--- src/rtl/reset_seq_pkg.sv ---
// Shared definitions for the PLL reset sequencer: state encodings, retry
// counter width and the default timing constants.
package reset_seq_pkg;

  typedef enum logic [2:0] {
    ST_PLL_RESET  = 3'd0,
    ST_WAIT_LOCK  = 3'd1,
    ST_SDRAM_INIT = 3'd2,
    ST_SYS_DELAY  = 3'd3,
    ST_RUN        = 3'd4
  } seq_state_e;

  localparam int RETRY_W = 4;
  localparam logic [RETRY_W-1:0] RETRY_MAX = '1;

  localparam int DEF_PLL_RST_CYCLES     = 16;
  localparam int DEF_LOCK_STABLE_CYCLES = 1024;
  localparam int DEF_LOCK_TIMEOUT       = 65536;
  localparam int DEF_INIT_TIMEOUT       = 262144;
  localparam int DEF_SYS_DELAY          = 256;
  localparam int DEF_LOSS_FILTER        = 4;

  function automatic int max2(input int a, input int b);
    return (a > b) ? a : b;
  endfunction

endpackage

--- src/rtl/pll_reset_sequencer_if.sv ---
// Signal bundle between the reset sequencer (master) and the PLL / SDRAM /
// domain-reset consumers (slave).
interface pll_reset_sequencer_if;

  logic                             locked;
  logic                             sdram_init_done;
  logic                             pll_rst;
  logic                             rst_sdram;
  logic                             rst_system;
  logic                             rst_io;
  logic                             ready;
  logic [2:0]                       seq_state;
  logic [reset_seq_pkg::RETRY_W-1:0] retry_count;
  logic                             fault;

  modport master (
    input  locked, sdram_init_done,
    output pll_rst, rst_sdram, rst_system, rst_io, ready,
           seq_state, retry_count, fault
  );

  modport slave (
    output locked, sdram_init_done,
    input  pll_rst, rst_sdram, rst_system, rst_io, ready,
           seq_state, retry_count, fault
  );

endinterface

--- src/rtl/pll_reset_sequencer_sync2.sv ---
// Two-flop synchroniser with asynchronous active-low clear, used for the
// asynchronous PLL lock and SDRAM init-done inputs.
module sync2 (
  input  logic i_clk,
  input  logic i_rst_n,
  input  logic i_d,
  output logic o_q
);

  logic r_meta;
  logic r_sync;

  always_ff @(posedge i_clk or negedge i_rst_n) begin
    if (!i_rst_n) begin
      r_meta <= 1'b0;
      r_sync <= 1'b0;
    end else begin
      r_meta <= i_d;
      r_sync <= r_meta;
    end
  end

  assign o_q = r_sync;

endmodule

--- src/rtl/pll_reset_sequencer.sv ---
// Sequences PLL reset, lock qualification and ordered SDRAM/system/IO reset
// release, with lock-loss filtering and saturating retry accounting.
module pll_reset_sequencer
  import reset_seq_pkg::*;
#(
  parameter int PLL_RST_CYCLES     = DEF_PLL_RST_CYCLES,
  parameter int LOCK_STABLE_CYCLES = DEF_LOCK_STABLE_CYCLES,
  parameter int LOCK_TIMEOUT       = DEF_LOCK_TIMEOUT,
  parameter int INIT_TIMEOUT       = DEF_INIT_TIMEOUT,
  parameter int SYS_DELAY          = DEF_SYS_DELAY,
  parameter int LOSS_FILTER        = DEF_LOSS_FILTER
) (
  input  logic                  clkin,
  input  logic                  resetn,
  pll_reset_sequencer_if.master bus
);

  localparam int TMR_MAX = max2(max2(PLL_RST_CYCLES, LOCK_TIMEOUT),
                                max2(INIT_TIMEOUT, SYS_DELAY));
  localparam int TMR_W   = $clog2(TMR_MAX) + 1;
  localparam int STB_W   = $clog2(LOCK_STABLE_CYCLES) + 1;
  localparam int LOSS_W  = $clog2(LOSS_FILTER) + 1;

  localparam logic [TMR_W-1:0]  PLL_LAST  = TMR_W'(PLL_RST_CYCLES - 1);
  localparam logic [TMR_W-1:0]  LOCK_LAST = TMR_W'(LOCK_TIMEOUT - 1);
  localparam logic [TMR_W-1:0]  INIT_LAST = TMR_W'(INIT_TIMEOUT - 1);
  localparam logic [TMR_W-1:0]  SYS_LAST  = TMR_W'(SYS_DELAY - 1);
  localparam logic [STB_W-1:0]  STB_LAST  = STB_W'(LOCK_STABLE_CYCLES - 1);
  localparam logic [LOSS_W-1:0] LOSS_LAST = LOSS_W'(LOSS_FILTER - 1);

  logic w_lock_s;
  logic w_done_s;

  sync2 u_sync_lock (.i_clk(clkin), .i_rst_n(resetn), .i_d(bus.locked),          .o_q(w_lock_s));
  sync2 u_sync_done (.i_clk(clkin), .i_rst_n(resetn), .i_d(bus.sdram_init_done), .o_q(w_done_s));

  seq_state_e         r_state;
  logic [TMR_W-1:0]   r_tmr;
  logic [STB_W-1:0]   r_stb;
  logic [LOSS_W-1:0]  r_loss;
  logic [RETRY_W-1:0] r_retry;
  logic               r_fault;
  logic               r_pll_rst;
  logic               r_rst_sdram;
  logic               r_rst_system;
  logic               r_rst_io;
  logic               r_ready;

  seq_state_e         w_state_nxt;
  logic [TMR_W-1:0]   w_tmr_nxt;
  logic [STB_W-1:0]   w_stb_nxt;
  logic [LOSS_W-1:0]  w_loss_nxt;
  logic [RETRY_W-1:0] w_retry_nxt;
  logic               w_fault_nxt;
  logic               w_bump;
  logic               w_loss_active;
  logic               w_lost;

  always_ff @(posedge clkin or negedge resetn) begin
    if (!resetn) begin
      r_state      <= ST_PLL_RESET;
      r_tmr        <= '0;
      r_stb        <= '0;
      r_loss       <= '0;
      r_retry      <= '0;
      r_fault      <= 1'b0;
      r_pll_rst    <= 1'b1;
      r_rst_sdram  <= 1'b1;
      r_rst_system <= 1'b1;
      r_rst_io     <= 1'b1;
      r_ready      <= 1'b0;
    end else begin
      r_state      <= w_state_nxt;
      r_tmr        <= w_tmr_nxt;
      r_stb        <= w_stb_nxt;
      r_loss       <= w_loss_nxt;
      r_retry      <= w_retry_nxt;
      r_fault      <= w_fault_nxt;
      // Outputs decode the next state so each reset changes on the same edge as the state.
      r_pll_rst    <= (w_state_nxt == ST_PLL_RESET);
      r_rst_sdram  <= (w_state_nxt == ST_PLL_RESET) || (w_state_nxt == ST_WAIT_LOCK);
      r_rst_system <= (w_state_nxt != ST_SYS_DELAY) && (w_state_nxt != ST_RUN);
      r_rst_io     <= (w_state_nxt != ST_RUN);
      r_ready      <= (w_state_nxt == ST_RUN);
    end
  end

  always_comb begin
    w_state_nxt   = r_state;
    w_fault_nxt   = r_fault;
    w_bump        = 1'b0;
    w_tmr_nxt     = '0;
    w_stb_nxt     = '0;
    w_loss_nxt    = '0;
    w_retry_nxt   = r_retry;
    w_loss_active = (r_state == ST_SDRAM_INIT) || (r_state == ST_SYS_DELAY) ||
                    (r_state == ST_RUN);
    w_lost        = w_loss_active && !w_lock_s && (r_loss == LOSS_LAST);

    case (r_state)
      ST_PLL_RESET: begin
        if (r_tmr == PLL_LAST) w_state_nxt = ST_WAIT_LOCK;
      end
      ST_WAIT_LOCK: begin
        // A lock that qualifies on the timeout cycle still counts as success.
        if (w_lock_s && (r_stb == STB_LAST)) begin
          w_state_nxt = ST_SDRAM_INIT;
        end else if (r_tmr == LOCK_LAST) begin
          w_state_nxt = ST_PLL_RESET;
          w_bump      = 1'b1;
        end
      end
      ST_SDRAM_INIT: begin
        if (w_done_s) begin
          w_state_nxt = ST_SYS_DELAY;
        end else if (r_tmr == INIT_LAST) begin
          w_state_nxt = ST_PLL_RESET;
          w_fault_nxt = 1'b1;
          w_bump      = 1'b1;
        end
      end
      ST_SYS_DELAY: begin
        if (r_tmr == SYS_LAST) w_state_nxt = ST_RUN;
      end
      ST_RUN: begin
        w_state_nxt = ST_RUN;
      end
      default: begin
        w_state_nxt = ST_PLL_RESET;
      end
    endcase

    // Filtered lock loss overrides whatever the state decided this cycle.
    if (w_lost) begin
      w_state_nxt = ST_PLL_RESET;
      w_fault_nxt = r_fault;
      w_bump      = 1'b1;
    end

    if (w_state_nxt == r_state) begin
      w_tmr_nxt  = (r_state == ST_RUN) ? r_tmr : r_tmr + 1'b1;
      w_stb_nxt  = ((r_state == ST_WAIT_LOCK) && w_lock_s) ? r_stb + 1'b1 : '0;
      w_loss_nxt = (w_loss_active && !w_lock_s) ? r_loss + 1'b1 : '0;
    end

    if (w_bump && (r_retry != RETRY_MAX)) w_retry_nxt = r_retry + 1'b1;
  end

  assign bus.pll_rst     = r_pll_rst;
  assign bus.rst_sdram   = r_rst_sdram;
  assign bus.rst_system  = r_rst_system;
  assign bus.rst_io      = r_rst_io;
  assign bus.ready       = r_ready;
  assign bus.seq_state   = r_state;
  assign bus.retry_count = r_retry;
  assign bus.fault       = r_fault;

endmodule
--- src/flat_wrapper.sv ---
// flat-port wrapper written by rule: the top's interface ports become plain ports
module pll_reset_sequencer_flat import reset_seq_pkg::*;
#(
  parameter int PLL_RST_CYCLES     = DEF_PLL_RST_CYCLES,
  parameter int LOCK_STABLE_CYCLES = DEF_LOCK_STABLE_CYCLES,
  parameter int LOCK_TIMEOUT       = DEF_LOCK_TIMEOUT,
  parameter int INIT_TIMEOUT       = DEF_INIT_TIMEOUT,
  parameter int SYS_DELAY          = DEF_SYS_DELAY,
  parameter int LOSS_FILTER        = DEF_LOSS_FILTER
)
  (clkin, resetn, bus_locked, bus_sdram_init_done, bus_pll_rst, bus_rst_sdram, bus_rst_system, bus_rst_io, bus_ready, bus_seq_state, bus_retry_count, bus_fault);
  pll_reset_sequencer_if bus_i ();
  input  logic clkin;
  input  logic resetn;
  input wire logic [$bits(bus_i.locked)-1:0] bus_locked;
  input wire logic [$bits(bus_i.sdram_init_done)-1:0] bus_sdram_init_done;
  output wire logic [$bits(bus_i.pll_rst)-1:0] bus_pll_rst;
  output wire logic [$bits(bus_i.rst_sdram)-1:0] bus_rst_sdram;
  output wire logic [$bits(bus_i.rst_system)-1:0] bus_rst_system;
  output wire logic [$bits(bus_i.rst_io)-1:0] bus_rst_io;
  output wire logic [$bits(bus_i.ready)-1:0] bus_ready;
  output wire logic [$bits(bus_i.seq_state)-1:0] bus_seq_state;
  output wire logic [$bits(bus_i.retry_count)-1:0] bus_retry_count;
  output wire logic [$bits(bus_i.fault)-1:0] bus_fault;
  assign bus_i.locked = bus_locked;
  assign bus_i.sdram_init_done = bus_sdram_init_done;
  assign bus_pll_rst = bus_i.pll_rst;
  assign bus_rst_sdram = bus_i.rst_sdram;
  assign bus_rst_system = bus_i.rst_system;
  assign bus_rst_io = bus_i.rst_io;
  assign bus_ready = bus_i.ready;
  assign bus_seq_state = bus_i.seq_state;
  assign bus_retry_count = bus_i.retry_count;
  assign bus_fault = bus_i.fault;
  pll_reset_sequencer #(.PLL_RST_CYCLES(PLL_RST_CYCLES), .LOCK_STABLE_CYCLES(LOCK_STABLE_CYCLES), .LOCK_TIMEOUT(LOCK_TIMEOUT), .INIT_TIMEOUT(INIT_TIMEOUT), .SYS_DELAY(SYS_DELAY), .LOSS_FILTER(LOSS_FILTER)) u_core (.clkin(clkin), .resetn(resetn), .bus(bus_i));
endmodule
--- config.mk ---
export PLATFORM = sky130hd
export DESIGN_NAME = pll_reset_sequencer_flat
export DESIGN_NICKNAME = d
export VERILOG_FILES = /design/src/rtl/reset_seq_pkg.sv /design/src/rtl/pll_reset_sequencer_if.sv /design/src/rtl/pll_reset_sequencer_sync2.sv /design/src/rtl/pll_reset_sequencer.sv /design/src/flat_wrapper.sv
export SDC_FILE = /design/constraint.sdc
export NUM_CORES = 1
export LEC_CHECK = 0
export ABC_CLOCK_PERIOD_IN_PS = 2700
export BUFFER_PORTS_ARGS = -buffer_cell sky130_fd_sc_hd__buf_2
export CORE_MARGIN = 4
export CORE_UTILIZATION = 50
export DETAILED_ROUTE_END_ITERATION = 10
export GPL_TIMING_DRIVEN = 1
export PLACE_DENSITY = 0.7
export SETUP_SLACK_MARGIN = 0.3
export SLEW_MARGIN = 0
export SYNTH_ARGS = -nofsm -noshare
export SYNTH_HDL_FRONTEND = slang
export SYNTH_SLANG_ARGS = --single-unit
--- constraint.sdc ---
create_clock -name clkin -period 2.7 [get_ports clkin]
set_input_delay 0.135 -clock clkin [delete_from_list [all_inputs] [get_ports clkin]]
set_output_delay 0.135 -clock clkin [all_outputs]
set_load 0.01 [all_outputs]
==> results of run 1 <==
==> cell families after synthesis <==
logic type      count (synthesis)  share of synthesized area
buf+inv                        12                     0.0262
simple gates                  118                      0.255
compound gates                 19                     0.0682
xor+xnor                       28                      0.101
fa+ha+maj                       5                     0.0257
mux                             2                    0.00923
flops                          50                      0.515
==> cell usage in the layout (no fill, tap or decap), types with 2 or more instances in the layout <==
master	synthesis	routed
sky130_fd_sc_hd__buf_4	0	11
sky130_fd_sc_hd__and4_1	4	4
sky130_fd_sc_hd__a21oi_1	5	5
sky130_fd_sc_hd__nor2_1	41	41
sky130_fd_sc_hd__nor4_1	5	4
sky130_fd_sc_hd__clkbuf_8	0	5
sky130_fd_sc_hd__buf_2	2	16
sky130_fd_sc_hd__nand2b_1	4	4
sky130_fd_sc_hd__dfrtp_1	46	45
sky130_fd_sc_hd__nor3_1	4	4
sky130_fd_sc_hd__clkinv_2	0	2
sky130_fd_sc_hd__nand2_1	15	15
sky130_fd_sc_hd__dlygate4sd3_1	0	3
sky130_fd_sc_hd__ha_1	5	4
sky130_fd_sc_hd__or3_1	3	3
sky130_fd_sc_hd__nand4_1	10	10
sky130_fd_sc_hd__dfstp_2	4	4
sky130_fd_sc_hd__xor2_1	20	20
sky130_fd_sc_hd__mux2_2	2	2
sky130_fd_sc_hd__and2_1	3	3
sky130_fd_sc_hd__inv_1	5	5
sky130_fd_sc_hd__o21ai_0	3	3
sky130_fd_sc_hd__nor2b_1	4	3
sky130_fd_sc_hd__xnor2_1	8	8
sky130_fd_sc_hd__and3_1	4	4
sky130_fd_sc_hd__nand3_1	13	12
==> power by group through the flow <==
stage               Sequential [mW]  Clock [mW]  Combinational (mW)
floorplan                     0.775           0             0.00989
global placement              0.776           0              0.0297
detailed placement            0.776           0              0.0309
CTS                           0.762       0.529              0.0343
global route                  0.763       0.569              0.0393
finish                        0.762       0.516              0.0327
==> synth_stat cells, drive strengths merged, types with 3 or more instances <==
| cell | n | area [µm²] |
|---|---|---|
| nor2b | 4 | 25.0 |
| and3 | 4 | 25.0 |
| inv | 5 | 18.8 |
| ha | 5 | 62.6 |
| nand4 | 10 | 62.6 |
| xnor2 | 8 | 70.1 |
| nor4 | 6 | 52.6 |
| nor3 | 4 | 20.0 |
| buf | 4 | 32.5 |
| dfrtp | 46 | 1150 |
| nor2 | 41 | 154 |
| and2 | 4 | 25.0 |
| a21oi | 6 | 33.8 |
| or3 | 3 | 18.8 |
| o21ai | 3 | 15.0 |
| nand3 | 13 | 65.1 |
| and4 | 4 | 35.0 |
| xor2 | 20 | 175 |
| dfstp | 4 | 105 |
| nand2b | 4 | 25.0 |
| clkbuf | 3 | 12.5 |
| nand2 | 15 | 56.3 |
==> repair_timing <==
item,4_1_cts,5_1_grt
hold buffers,3,0
setup endpoints to repair,32,33
gates resized for setup,3,5
gates cloned,1,0
endpoints found under the hold margin,29,0
buffers inserted,5,0
pin swaps,1,0
==> sequential cells by signal (all words and copies together), names as in the netlist <==
name and cells:
u_core.u_sync_done.r_meta 1, u_core.u_sync_done.o_q 1, u_core.bus.ready 1, u_core.bus.seq_state 3, u_core.r_tmr 19, u_core.bus.fault 1
u_core.bus.retry_count 4, u_core.bus.rst_io 1, u_core.bus.pll_rst 1, u_core.bus.rst_system 1, u_core.u_sync_lock.o_q 1, u_core.u_sync_lock.r_meta 1
u_core.bus.rst_sdram 1, u_core.r_stb 11, u_core.r_loss 3
==> metal layers <==
metal  vias up  share of wire
met1       888           0.47
met2        35           0.48
li1        875              -
met3         7          0.042
met4         0          0.013
met5         -              0
==> final cells by class <==
| cell class | count | share of cell area |
|---|---|---|
| clock inverter | 3 | 0.0141 |
| inverter | 5 | 0.00659 |
| tap | 67 | 0.0294 |
| timing repair buffer | 32 | 0.0835 |
| clock buffer | 5 | 0.0242 |
| multi-input combinational | 172 | 0.401 |
| sequential | 50 | 0.442 |
==> how the worst max path moves through the flow <==
stage	cells after the start	to	slack, ns
3_5_place_dp	7	u_core.r_stb[7]	0.23
2_1_floorplan	8	u_core.r_loss[0]	0.48
3_3_place_gp	7	u_core.r_stb[8]	0.27
5_1_grt	6	u_core.bus.retry_count[1]	0.24
4_1_cts	8	u_core.r_loss[1]	0.33
6_report	6	u_core.r_loss[0]	0.35
==> stage by stage <==
stage | std cells | worst slack (ns)
final | 334 | 0.350
after global routing | 334 | 0.236
after CTS | 334 | 0.331
after detailed placement | 317 | 0.233
after global placement | 317 | 0.272
after floorplan | 234 | 0.478
==> worst reg2reg max path, cell delays in order (launching register included) <==
cell and delay, ns:
sky130_fd_sc_hd__dfrtp_2 0.45, sky130_fd_sc_hd__or4_1 0.56, sky130_fd_sc_hd__or4_4 0.45, sky130_fd_sc_hd__a211o_1 0.34
sky130_fd_sc_hd__o2111ai_4 0.15, sky130_fd_sc_hd__clkbuf_16 0.23, sky130_fd_sc_hd__nor4_4 0.04
==> flow_metrics.tcl, run 1 <==
set metrics [dict create \
    status "finished, final reports clean" \
    final_cell_area_um2 2850 \
    setup_skew_ns 0.00799 \
    grt.met3_usage 0.0487 \
    reg2reg_slack_ns 0.35 \
    grt_use_total 0.170 \
    cts-buffers-inserted 5 \
    cts_buffer_depth 2 \
    drt_pass1_iterations 4 \
    swShare 0.207 \
    holdPathStages 0 \
    clk_slew_on_worst_s_h_paths_ns 0.08 \
    cts-root-buf "sky130_fd_sc_hd__clkbuf_8" \
    synth_nets 243 \
    tritoncts "yes" \
    share_of_post_route_cells_with_drive_strength_above_1 0.210 \
    ys.warnings.count 0 \
    cp-start-kind "flip-flop" \
    vdd.ir_drop.worst_v 0.000253 \
    finalSetupViolations 0 \
    layout.area.seq_um2 1260 \
    drv.max_cap_violation_count 0 \
    coreArea_um2 4720 \
    net-switching-power_mw 0.271 \
    antenna_violations_before_repair 0 \
    ys_seq_area_frac 0.515 \
    cts_max_level 2 \
    finalCritPeriodShare 0.870 \
    sequentialPowerShare 0.581 \
    global_route_wire_length_before_repair_um 8210 \
    diodes 0 \
    criticalPathCategory "flip-flop to flip-flop" \
    post-layout-total-power_mw 1.31 \
    yosysUniqueCellTypes 43 \
    grt-busiest-layer "met2" \
    die_area_um2 6060 \
    die_height_um 77.8 \
    sum_neg_setup_slack_ns 0 \
    routing_usage_on_met1 0.225 \
    drcViolationCount 0 \
    numPortBuffers 16 \
    rsz0062_at_grt "true" \
    layout.filler_cells 393 \
    kind_of_end_point_of_the_critical_path "flip-flop" \
    globalRouteMet2Util 0.265 \
    vias_in_the_first_global_route 1801 \
    worstPathArrival_ns 2.53 \
    critical_path.slowest_cell "sky130_fd_sc_hd__or4_1" \
    critical_path_required_ns 2.88 \
    grt_max_degree 34 \
    place_congestion 0.805 \
    critPathLaunch "u_core.r_tmr[4]" \
    number_of_register_bits_inferred_by_synthesis 50 \
    clock_power_share 0.394 \
    place_hpwl_um 3150 \
    worst_path_dominant_cell_family "simple AND/OR/NAND/NOR gates" \
    comb_power_share 0.025 \
    routed-via-count 1805 \
    combined_area_of_the_multi_input_logic_cells_um2 1140 \
    critical_path.max_fanout 11 \
    drt_iter0_drc 111 \
    initial_utilization 0.516 \
    ys_async_sr_fraction 1.00 \
    critical-path-max-stage-delay_ns 0.56 \
    intPower_mw 1.04 \
    hold_violations 0 \
    route.final.wire_length_um 4690 \
    syn_inst 234 \
    wl_per_cell_um 14.0 \
    drv_slew 0 \
    maxClockFrequency_mhz 426 \
    flow.area_growth_from_synthesis_pct 16.8 \
    worst_hold_startpoint "u_core.u_sync_lock.r_meta" \
    routed_via_density 5.40 \
    worst_skew_pair.late_latency_ns 0.31 \
    synth_enable_flop_cells 0 \
    power_per_cell_area_nw_per_um2 460 \
    worstHoldPathType "flip-flop to flip-flop" \
    ioPinCount 17 \
    worstReg2RegStart "u_core.r_tmr[4]" \
    path_buf_inv 1 \
    fp.dieW_um 77.8 \
    placed_cell_areas_um2 2620 \
    postSynth.topFlopCell "sky130_fd_sc_hd__dfrtp_1" \
    antenna_violating_nets_post_route 0 \
    final.min_clock_period_ns 2.35 \
    r2r_cells 6 \
    tritoncts_num_sinks 50 \
    rr_endpoint "u_core.r_loss[0]" \
    worst_case_headroom_to_the_max_slew_limit 0.524 \
    final_util 0.603 \
    core.rowCount 25 \
    hold_end "u_core.u_sync_lock.o_q" \
    worst_hold_slack_ns 0.354 \
    crit_chain "or4_1 > or4_4 > a211o_1 > o2111ai_4 > clkbuf_16 > nor4_4" \
    total_congestion_overflow_after_global_routing 0 \
    tightestPinTransition_ns 0.709 \
    postSynthAreaPerCell_um2 10.4 \
    syn_area_um2 2440 \
    p_leak_nw 1.31 \
    final_nets 275 \
]
Power figures use the tool's default switching activity.
==> inputs of run 2 (changes only) <==
--- a/config.mk
+++ b/config.mk
@@ -5,7 +5,7 @@
 export SDC_FILE = /design/constraint.sdc
 export NUM_CORES = 1
 export LEC_CHECK = 0
-export ABC_CLOCK_PERIOD_IN_PS = 2700
+export ABC_CLOCK_PERIOD_IN_PS = 2900
 export BUFFER_PORTS_ARGS = -buffer_cell sky130_fd_sc_hd__buf_2
 export CORE_MARGIN = 4
 export CORE_UTILIZATION = 50
@@ -13,6 +13,7 @@
 export GPL_TIMING_DRIVEN = 1
 export PLACE_DENSITY = 0.7
 export SETUP_SLACK_MARGIN = 0.3
+export SKIP_CTS_REPAIR_TIMING = 1
 export SLEW_MARGIN = 0
 export SYNTH_ARGS = -nofsm -noshare
 export SYNTH_HDL_FRONTEND = slang
==> constraint.sdc (replaced) <==
create_clock -name clkin -period 2.9 [get_ports clkin]
set_input_delay 0.58 -clock clkin [delete_from_list [all_inputs] [get_ports clkin]]
set_output_delay 0.58 -clock clkin [all_outputs]
set_load 0.01 [all_outputs]
==> flow_metrics.tcl, run 2 (synthesis results as in run 1) <==
set metrics [dict create \
    vdd.ir_drop.worst_v 0.000239 \
    tritoncts "yes" \
    comb_power_share 0.023 \
    critical_path.max_fanout 22 \
    kind_of_end_point_of_the_critical_path "flip-flop" \
    worstHoldPathType "input port to async pin" \
    grt_use_total 0.165 \
    regMostFlops "u_core.r_tmr" \
    critical_path.slowest_cell "sky130_fd_sc_hd__or4_4" \
    hold_violations 0 \
    largest_register_ffs 19 \
    drv_slew 0 \
    post-layout-total-power_mw 1.15 \
    route.final.wire_length_um 4480 \
    power_per_cell_area_nw_per_um2 425 \
    coreArea_um2 4720 \
    intPower_mw 0.905 \
    worst_skew_pair.late_latency_ns 0.30 \
    drt_iter0_drc 109 \
    rsz0062_at_grt "false" \
    fp.dieW_um 77.8 \
    layout.area.seq_um2 1260 \
    die_height_um 77.8 \
    grt_max_degree 28 \
    worstPathArrival_ns 2.61 \
    criticalPathCategory "flip-flop to flip-flop" \
    drv.max_cap_violation_count 0 \
    swShare 0.213 \
    cts_max_level 2 \
    diodes 0 \
    drt_pass1_iterations 4 \
    antenna_violations_before_repair 0 \
    antenna_violating_nets_post_route 0 \
    final_nets 265 \
    routed_via_density 5.39 \
    tritoncts_num_sinks 50 \
    critical_path_required_ns 3.06 \
    setup_skew_ns 0.00597 \
    rr_endpoint "u_core.r_loss[1]" \
    wl_per_cell_um 13.8 \
    critical-path-max-stage-delay_ns 0.54 \
    cts-root-buf "sky130_fd_sc_hd__clkbuf_8" \
    path_buf_inv 1 \
    sequentialPowerShare 0.617 \
    global_route_wire_length_before_repair_um 7870 \
    ioPinCount 17 \
    mostFrequentLayoutCells "sky130_fd_sc_hd__dfrtp_1, sky130_fd_sc_hd__nor2_1, sky130_fd_sc_hd__xor2_1" \
    drcViolationCount 0 \
    clock_power_share 0.360 \
    tightestPinTransition_ns 0.596 \
    net-switching-power_mw 0.244 \
    flow.area_growth_from_synthesis_pct 10.9 \
    total_congestion_overflow_after_global_routing 0 \
    vias_in_the_first_global_route 1721 \
    p_leak_nw 1.25 \
    place_congestion 0.820 \
    core.rowCount 25 \
    status "finished, final reports clean" \
    crit_chain "ha_1 > and4b_1 > nand4_1 > or4_4 > a211o_1 > o2111ai_4 > buf_8 > nor4b_2" \
    final.min_clock_period_ns 2.45 \
    combined_area_of_the_multi_input_logic_cells_um2 1120 \
    worst_case_headroom_to_the_max_slew_limit 0.600 \
    place_hpwl_um 3280 \
    clk_slew_on_worst_s_h_paths_ns 0.09 \
    worst_path_dominant_cell_family "simple AND/OR/NAND/NOR gates" \
    layout.cells.most_common "sky130_fd_sc_hd__dfrtp_1" \
    finalSetupViolations 0 \
    cp-start-kind "flip-flop" \
    layout.filler_cells 405 \
    numPortBuffers 16 \
    share_of_post_route_cells_with_drive_strength_above_1 0.163 \
    die_area_um2 6060 \
    maxClockFrequency_mhz 408 \
    sum_neg_setup_slack_ns 0 \
    cts_buffer_depth 2 \
    reg2reg_slack_ns 0.45 \
    routed-via-count 1747 \
    r2r_cells 8 \
    cts-buffers-inserted 5 \
    worstReg2RegStart "u_core.r_tmr[0]" \
    finalCritPeriodShare 0.845 \
    initial_utilization 0.516 \
]
run 2: cell count changes in the layout (fill, tap and decap cells not counted), sizes merged:
cell	before	now
buf	28	22
clkinv	2	0
dlygate4sd3	3	0
bufinv	1	0
clkbuf	6	8
run 2: worst max-delay path by stage:
| stage | slack, ns | startpoint | cells after the start | endpoint |
|---|---|---|---|---|
| after floorplan | 0.68 | u_core.r_tmr[0] | 8 | u_core.r_loss[0] |
| after global placement | 0.42 | u_core.r_tmr[0] | 8 | u_core.r_loss[1] |
| after detailed placement | 0.36 | u_core.r_tmr[0] | 8 | u_core.r_tmr[18] |
| after CTS | 0.34 | u_core.r_tmr[0] | 8 | u_core.r_tmr[18] |
| after global routing | 0.30 | u_core.r_tmr[0] | 8 | u_core.r_loss[1] |
| final | 0.45 | u_core.r_tmr[0] | 8 | u_core.r_loss[1] |
run 2: layer usage:
metal	share of wire	global-route usage
met1	0.48	0.213
met2	0.47	0.261
met3	0.038	0.0418
met4	0.014	0.0694
met5	0	0
run 2: layout make-up:
| cell class | count | share of cell area |
|---|---|---|
| Clock buffer | 8 | 0.0333 |
| Inverter | 5 | 0.00694 |
| Multi-Input combinational cell | 172 | 0.415 |
| Sequential cell | 50 | 0.464 |
| Tap cell | 67 | 0.0310 |
| Timing Repair Buffer | 22 | 0.0490 |
run 2: power groups by stage:
stage	Combinational, mW	Clock, mW	Sequential [mW]
2_1_floorplan	0.00921	0	0.721
3_3_place_gp	0.0273	0	0.722
3_5_place_dp	0.0275	0	0.723
4_1_cts	0.0277	0.422	0.709
5_1_grt	0.0319	0.458	0.711
6_report	0.0264	0.414	0.709
run 2: per-stage QoR:
step,setup WS (ns),hold slack [ns],instances,instance area (µm²),util
6_report,0.450,0.258,324,2710,0.573
5_1_grt,0.298,0.289,324,2710,0.573
4_1_cts,0.341,0.268,322,2680,0.567
3_5_place_dp,0.362,0.342,314,2590,0.548
3_3_place_gp,0.415,0.331,314,2590,0.548
2_1_floorplan,0.678,0.284,234,2440,-
